### src/rtl/reg_file.sv
// Multi-port register file: one synchronous write port, two combinational read ports,
// optional write-to-read bypass, optional hard-wired zero entry, async active-high clear.
module reg_file #(
  parameter  int WIDTH    = 16,
  parameter  int DEPTH    = 8,
  parameter  int BYPASS   = 1,
  parameter  int ZERO_REG = 1,
  localparam int AW       = (DEPTH > 1) ? $clog2(DEPTH) : 1
) (
  input  logic             clk,
  input  logic             reset,
  input  logic             wr_en,
  input  logic [AW-1:0]    wr_addr,
  input  logic [WIDTH-1:0] wr_data,
  input  logic [AW-1:0]    rd_addr_a,
  output logic [WIDTH-1:0] rd_data_a,
  input  logic [AW-1:0]    rd_addr_b,
  output logic [WIDTH-1:0] rd_data_b
);

  localparam logic [AW:0] DEPTH_W = (AW+1)'(DEPTH);

  logic [WIDTH-1:0] mem_q [DEPTH];
  logic             wr_ok;
  logic             hit_a;
  logic             hit_b;

  // An address is "live" when it names a real, writable entry; dead addresses
  // (beyond DEPTH, or the hard-wired zero entry) drop writes and read as zero.
  function automatic logic addr_live(input logic [AW-1:0] addr);
    return ({1'b0, addr} < DEPTH_W) && !((ZERO_REG != 0) && (addr == '0));
  endfunction

  assign wr_ok = wr_en && addr_live(wr_addr);
  assign hit_a = (BYPASS != 0) && wr_ok && (wr_addr == rd_addr_a);
  assign hit_b = (BYPASS != 0) && wr_ok && (wr_addr == rd_addr_b);

  // NOTE: every entry sits on the async reset, so storage is flops rather than an
  // inferred RAM; a RAM macro could not clear all entries without a clock.
  always_ff @(posedge clk or posedge reset) begin
    if (reset) begin
      for (int i = 0; i < DEPTH; i++) begin
        // NOTE: state is updated with <= so all flops sample pre-edge values.
        mem_q[i] <= '0;
      end
    end else if (wr_ok) begin
      mem_q[wr_addr] <= wr_data;
    end
  end

  always_comb begin
    // NOTE: default first so every path assigns the outputs and no latch is inferred.
    rd_data_a = '0;
    rd_data_b = '0;
    if (!reset) begin
      if (addr_live(rd_addr_a)) begin
        rd_data_a = hit_a ? wr_data : mem_q[rd_addr_a];
      end
      if (addr_live(rd_addr_b)) begin
        rd_data_b = hit_b ? wr_data : mem_q[rd_addr_b];
      end
    end
  end

endmodule

### config.mk
export PLATFORM = sky130hd
export DESIGN_NAME = reg_file
export DESIGN_NICKNAME = d
export VERILOG_FILES = /design/src/rtl/reg_file.sv
export SDC_FILE = /design/constraint.sdc
export NUM_CORES = 1
export LEC_CHECK = 0
export CAP_MARGIN = 10
export CORE_ASPECT_RATIO = 1.75
export CORE_UTILIZATION = 45
export CTS_CLUSTER_SIZE = 20
export DETAILED_ROUTE_END_ITERATION = 10
export DONT_BUFFER_PORTS = 1
export PLACE_DENSITY = 0.61
export SETUP_SLACK_MARGIN = 0.15
export SLEW_MARGIN = 20
export SYNTH_ARGS = -nofsm -noshare
export SYNTH_HDL_FRONTEND = slang
export SYNTH_SLANG_ARGS = --single-unit
export TNS_END_PERCENT = 20
### constraint.sdc
create_clock -name clk -period 8.82 [get_ports clk]
set_input_delay 1.764 -clock clk [delete_from_list [all_inputs] [get_ports clk]]
set_output_delay 1.764 -clock clk [all_outputs]
set_load 0.05 [all_outputs]
Word-level counts from Yosys, hierarchy flattened --
Index checks and enable logic that the tools add are counted.
Storage, ports and cells: register bits after elaboration 128, output and inout port bits 32, word-level logic and storage cells 40
Cells by class: $lt $le $gt $ge 4, equal/unequal tests 2, multiplexer cells 15, bitwise operators 3, reduce and logical (&&, ||, !) cells 8
Operators with widths (number):
- two-way mux 16 bit | 11
- bitwise mux 128 bit | 1
- binary-select mux 16 bit (select 3 bit) | 2
- demux 16 bit (select 3 bit) | 1
- >= comparator 4 bit (second input constant) | 3
- inverter 3 -> 4 bit | 3
- zero test 3 bit | 3
- equality test 3 bit | 2
- logical AND 1 bit | 4
- < comparator 4 x 1 -> 1 bit (second input constant) | 1
- zero test 1 bit | 1

Logic depth before layout (Yosys ltp) --
word-level depth 7, mapped depth 7, mapped depth without buffers 4

Worst setup path after synthesis --
OpenSTA, ideal clock, no wires.
path type input to output, start point input rd_addr_b[1], end point output rd_data_b[10], arrival 3.232 ns, required time 7.056 ns, slack 3.824 ns, cell stages on the path 7, buffers on the path 4, path through buf_4 buf_6 buf_6 nor3_1 nor2_1 buf_2 o211a_1
Between the ends: longest elaborated chain between the ends 7, elaborated cells on any way between the ends 10, those cells by class eq/ne: 1; mux: 6; bitwise: 1; reduce/logical: 2
RTL lines:
- start, declared | RTL line 17 | input logic [AW-1:0] rd_addr_b,
- inverter 3 -> 4 bit (implied by the code) | RTL line 60 | rd_data_b = hit_b ? wr_data : mem_q[rd_addr_b];
- binary-select mux 16 bit (select 3 bit) | RTL line 60
- two-way mux 16 bit (implied by the code) (2 in a row) | RTL line 60
- two-way mux 16 bit | RTL line 60
- two-way mux 16 bit * | RTL line 59 | if (addr_live(rd_addr_b)) begin
- two-way mux 16 bit * | RTL line 55 | if (!reset) begin
- end, declared | RTL line 18 | output logic [WIDTH-1:0] rd_data_b
Mark *: on every way between the ends. The rest lies on a longest branch, timed or not. The select of a mux whose other input is x is not followed.

Worst setup path in the final report --
start point input wr_addr[1], end point output rd_data_a[4]
Between the ends: longest elaborated chain between the ends 7, elaborated cells on any way between the ends 8, those cells by class eq/ne: 1; mux: 3; reduce/logical: 4
RTL lines:
- start, declared | RTL line 13 | input logic [AW-1:0] wr_addr,
- zero test 3 bit | RTL line 31 | return ({1'b0, addr} < DEPTH_W) && !((ZERO_REG != 0) && (addr == '0));
- zero test 1 bit | RTL line 31
- logical AND 1 bit | RTL line 34 | assign wr_ok = wr_en && addr_live(wr_addr);
- logical AND 1 bit * | RTL line 35 | assign hit_a = (BYPASS != 0) && wr_ok && (wr_addr == rd_addr_a);
- two-way mux 16 bit * | RTL line 57 | rd_data_a = hit_a ? wr_data : mem_q[rd_addr_a];
- two-way mux 16 bit * | RTL line 56 | if (addr_live(rd_addr_a)) begin
- two-way mux 16 bit * | RTL line 55
- end, declared | RTL line 16 | output logic [WIDTH-1:0] rd_data_a,
Mark *: on every way between the ends. The rest lies on a longest branch, timed or not.

==> results.toml <==
[critical_path]
crit_end = "rd_data_a[4]"
cp-startpoint = "wr_addr[1]"
cp_data_required_time_ps = 7060
rr_startpoint = "mem_q[85]"
reg2reg_slack_ps = 8020
r2r.worst_path.cells = 1
path_class = "input port to primary output"
crit_fanout = 17
r2r_end = "mem_q[85]"
start_kind = "input port"
critPathCaptureType = "primary output"
crit_arrival_ps = 3900

[die]
io_pins = 60
coreArea_um2 = 15950
die-height_um = 171.1
num_rows = 61
die_w_um = 98.63
initial_utilization = 0.4610
dieArea_um2 = 16880

[status]
status = "completed"

[sta]
max_clock_freq_mhz = 176.4
clock_skew_ps = 0
fin_crit_sh = 0.6426
slew_viol_final = 0
worst_pin_slew_ps = 976.8
hold_viol = 0
slew_headroom = 0.3488
setup_tns_ps = 0
min_period_ps = 5668
setup_viol = 0
rsz0062_at_grt = "no"

[place]
dpl.hpwl_um = 10840
port_buffers = 0
globalplace.congestion = 0.7506

[power_and_ir_drop]
p_total_mw = 1.955
ir_drop_mv = 0.1327
p_per_area_nw_per_um2 = 245.0
power_leakage_nw = 3.573

[route]
drtAntennaViolNets = 0
drt_iter0_drc = 228
drt_pre_antenna_iters = 7
routedWlPerCell_um = 28.01
vias_per_cell = 6.587
dr_total_vias = 4354
drcViolationCount = 0
routed_wl_um = 18510

[logic_synthesis]
synth-edff-count = 0
syn_area_per_cell_um2 = 15.07
synth_top_family_by_area = "multiplexers"
synthesis.instances = 488
synth_flop_cell = "dfrtp_1"
syn_area_um2 = 7353
ys_warn_count = 0
seq_area_frac_synth = 0.4356
synth.area.mux_share = 0.4111
yosys.area_share.simple = 0.04815
synthXorXnorAreaFrac = 0.008338
synth_cell_types = 32
synth-async-reset-ratio = 1.000
synth_nets = 516
synth-compound-area-share = 0.04815
yosys_register_bits = 128
synthAdderAreaFrac = 0

[global_routing]
gr-usage-all-layers = 0.2370
grt_max_degree = 73
antenna_found_initial = 0
grt_pass1_wl_um = 28980
grt_pass1_vias = 4887
grt_overflow = 0

[cts]
cts.sinks = 128
root_buffer = "clkbuf_16"
post_cts_buffers = 0
cts_hold_buf = 0
cts_tree = "done"
clk_pin_slew_ps = 60
cts_resized = 0
cts_buffers = 17
clk_latency_ps = 410
htreeDepth = 4
clock_path_buffers = 2

[cells_and_area]
post-route-util = 0.5003
drive_gt1_frac = 0.4703
largest_register_ff_count = 128
top_register = "mem_q"
antenna_cells = 0
layout.nets = 487
top_regs = "mem_q (128)"
syn2layout_area_growth_pct = 8.525

[run]
cap_violations = 0

[worst_hold_path]
worstHoldPathType = "flip-flop to flip-flop"
[report_power, final]
group | total [mW] | leakage, nW | switching (mW) | internal (mW)
registers | 0.778 | 1.57 | 0.0765 | 0.702
clock network | 0.744 | 0.306 | 0.264 | 0.480
logic | 0.433 | 1.70 | 0.197 | 0.236
total | 1.96 | 3.57 | 0.537 | 1.42
[synth_stat cells, types with 2 or more instances]
cell type / instances / area [µm²]
mux2i_1: 32 / 320.3
mux2_2: 102 / 1149
clkbuf_1: 20 / 75.07
mux4_2: 64 / 1441
buf_6: 10 / 112.6
and2_1: 2 / 12.51
nor2_1: 2 / 7.510
buf_4: 9 / 67.56
nor3_1: 2 / 10.01
and3b_1: 2 / 17.52
nand4b_1: 3 / 26.28
o211a_1: 32 / 320.3
nand3_1: 32 / 160.2
dfrtp_1: 128 / 3203
buf_2: 19 / 95.09
nor4bb_1: 2 / 20.02
xnor2_1: 2 / 17.52
mux2_1: 10 / 112.6
nand4_2: 2 / 25.02
[stage by stage]
step	area, µm²	setup slack (ps)	cells	hold WS (ps)
after floorplan	7353	3643	488	441.3
after global placement	7351	3283	629	377.5
after detailed placement	7351	3209	629	382.0
final	7980	3152	661	393.7
after CTS	7980	3193	661	396.6
after global routing	7980	3138	661	406.2
[worst min path at each step]
stage               startpoint          to  slack (ps)  cells after the start
floorplan           mem_q[112]  mem_q[112]         440                      1
global placement    mem_q[127]  mem_q[127]         380                      0
detailed placement  mem_q[112]  mem_q[112]         380                      0
CTS                 mem_q[112]  mem_q[112]         400                      0
global route        mem_q[113]  mem_q[113]         410                      0
finish              mem_q[112]  mem_q[112]         390                      0
[worst max-delay path, stage by stage]
cell,delay [ps]
xnor2_2,200
nand4_2,600
and2_1,750
o211a_1,570
[layout by cell type (no fill, tap or decap), drive strengths merged, types with 2 or more instances in the layout]
cell,synthesis,layout
dfrtp,128,128
mux2,112,112
mux4,64,64
mux2i,32,32
nand3,32,32
o211a,32,32
clkbuf,20,18
buf,39,11
clkinv,0,8
bufinv,0,4
xnor2,4,4
nand4b,3,3
and2,3,3
nand4,3,3
nor3,3,3
nor4bb,2,2
and3b,2,2
nor2,2,2
clkinvlp,0,2
nor4b,2,2
o211ai,2,2
[cell families (layout without fill, tap and decap cells)]
logic type	after synthesis	in the layout
simple gates	54	54
flops	128	128
mux	208	208
buf+inv	60	44
xor+xnor	4	4
compound gates	34	34
[per-layer routing]
| metal | GRT usage | share of wire | routed length (µm) | vias up |
|---|---|---|---|---|
| li1 | - | - | - | 1853 |
| met4 | 0.1064 | 0.031 | 578 | 0 |
| met1 | 0.2836 | 0.39 | 7268 | 2316 |
| met2 | 0.4192 | 0.53 | 9830 | 145 |
| met5 | 0 | 0 | 0 | - |
| met3 | 0.03840 | 0.045 | 837 | 40 |
[area by class of cell]
cell class	count	area, µm²
clock buffer	18	439.2
clock inverter	14	190.2
fill	1291	7971
inverter	1	6.256
multi-input combinational	300	3822
sequential	128	3203
tap	189	236.5
timing repair buffer	11	82.58
Power figures use the tool's default switching activity.
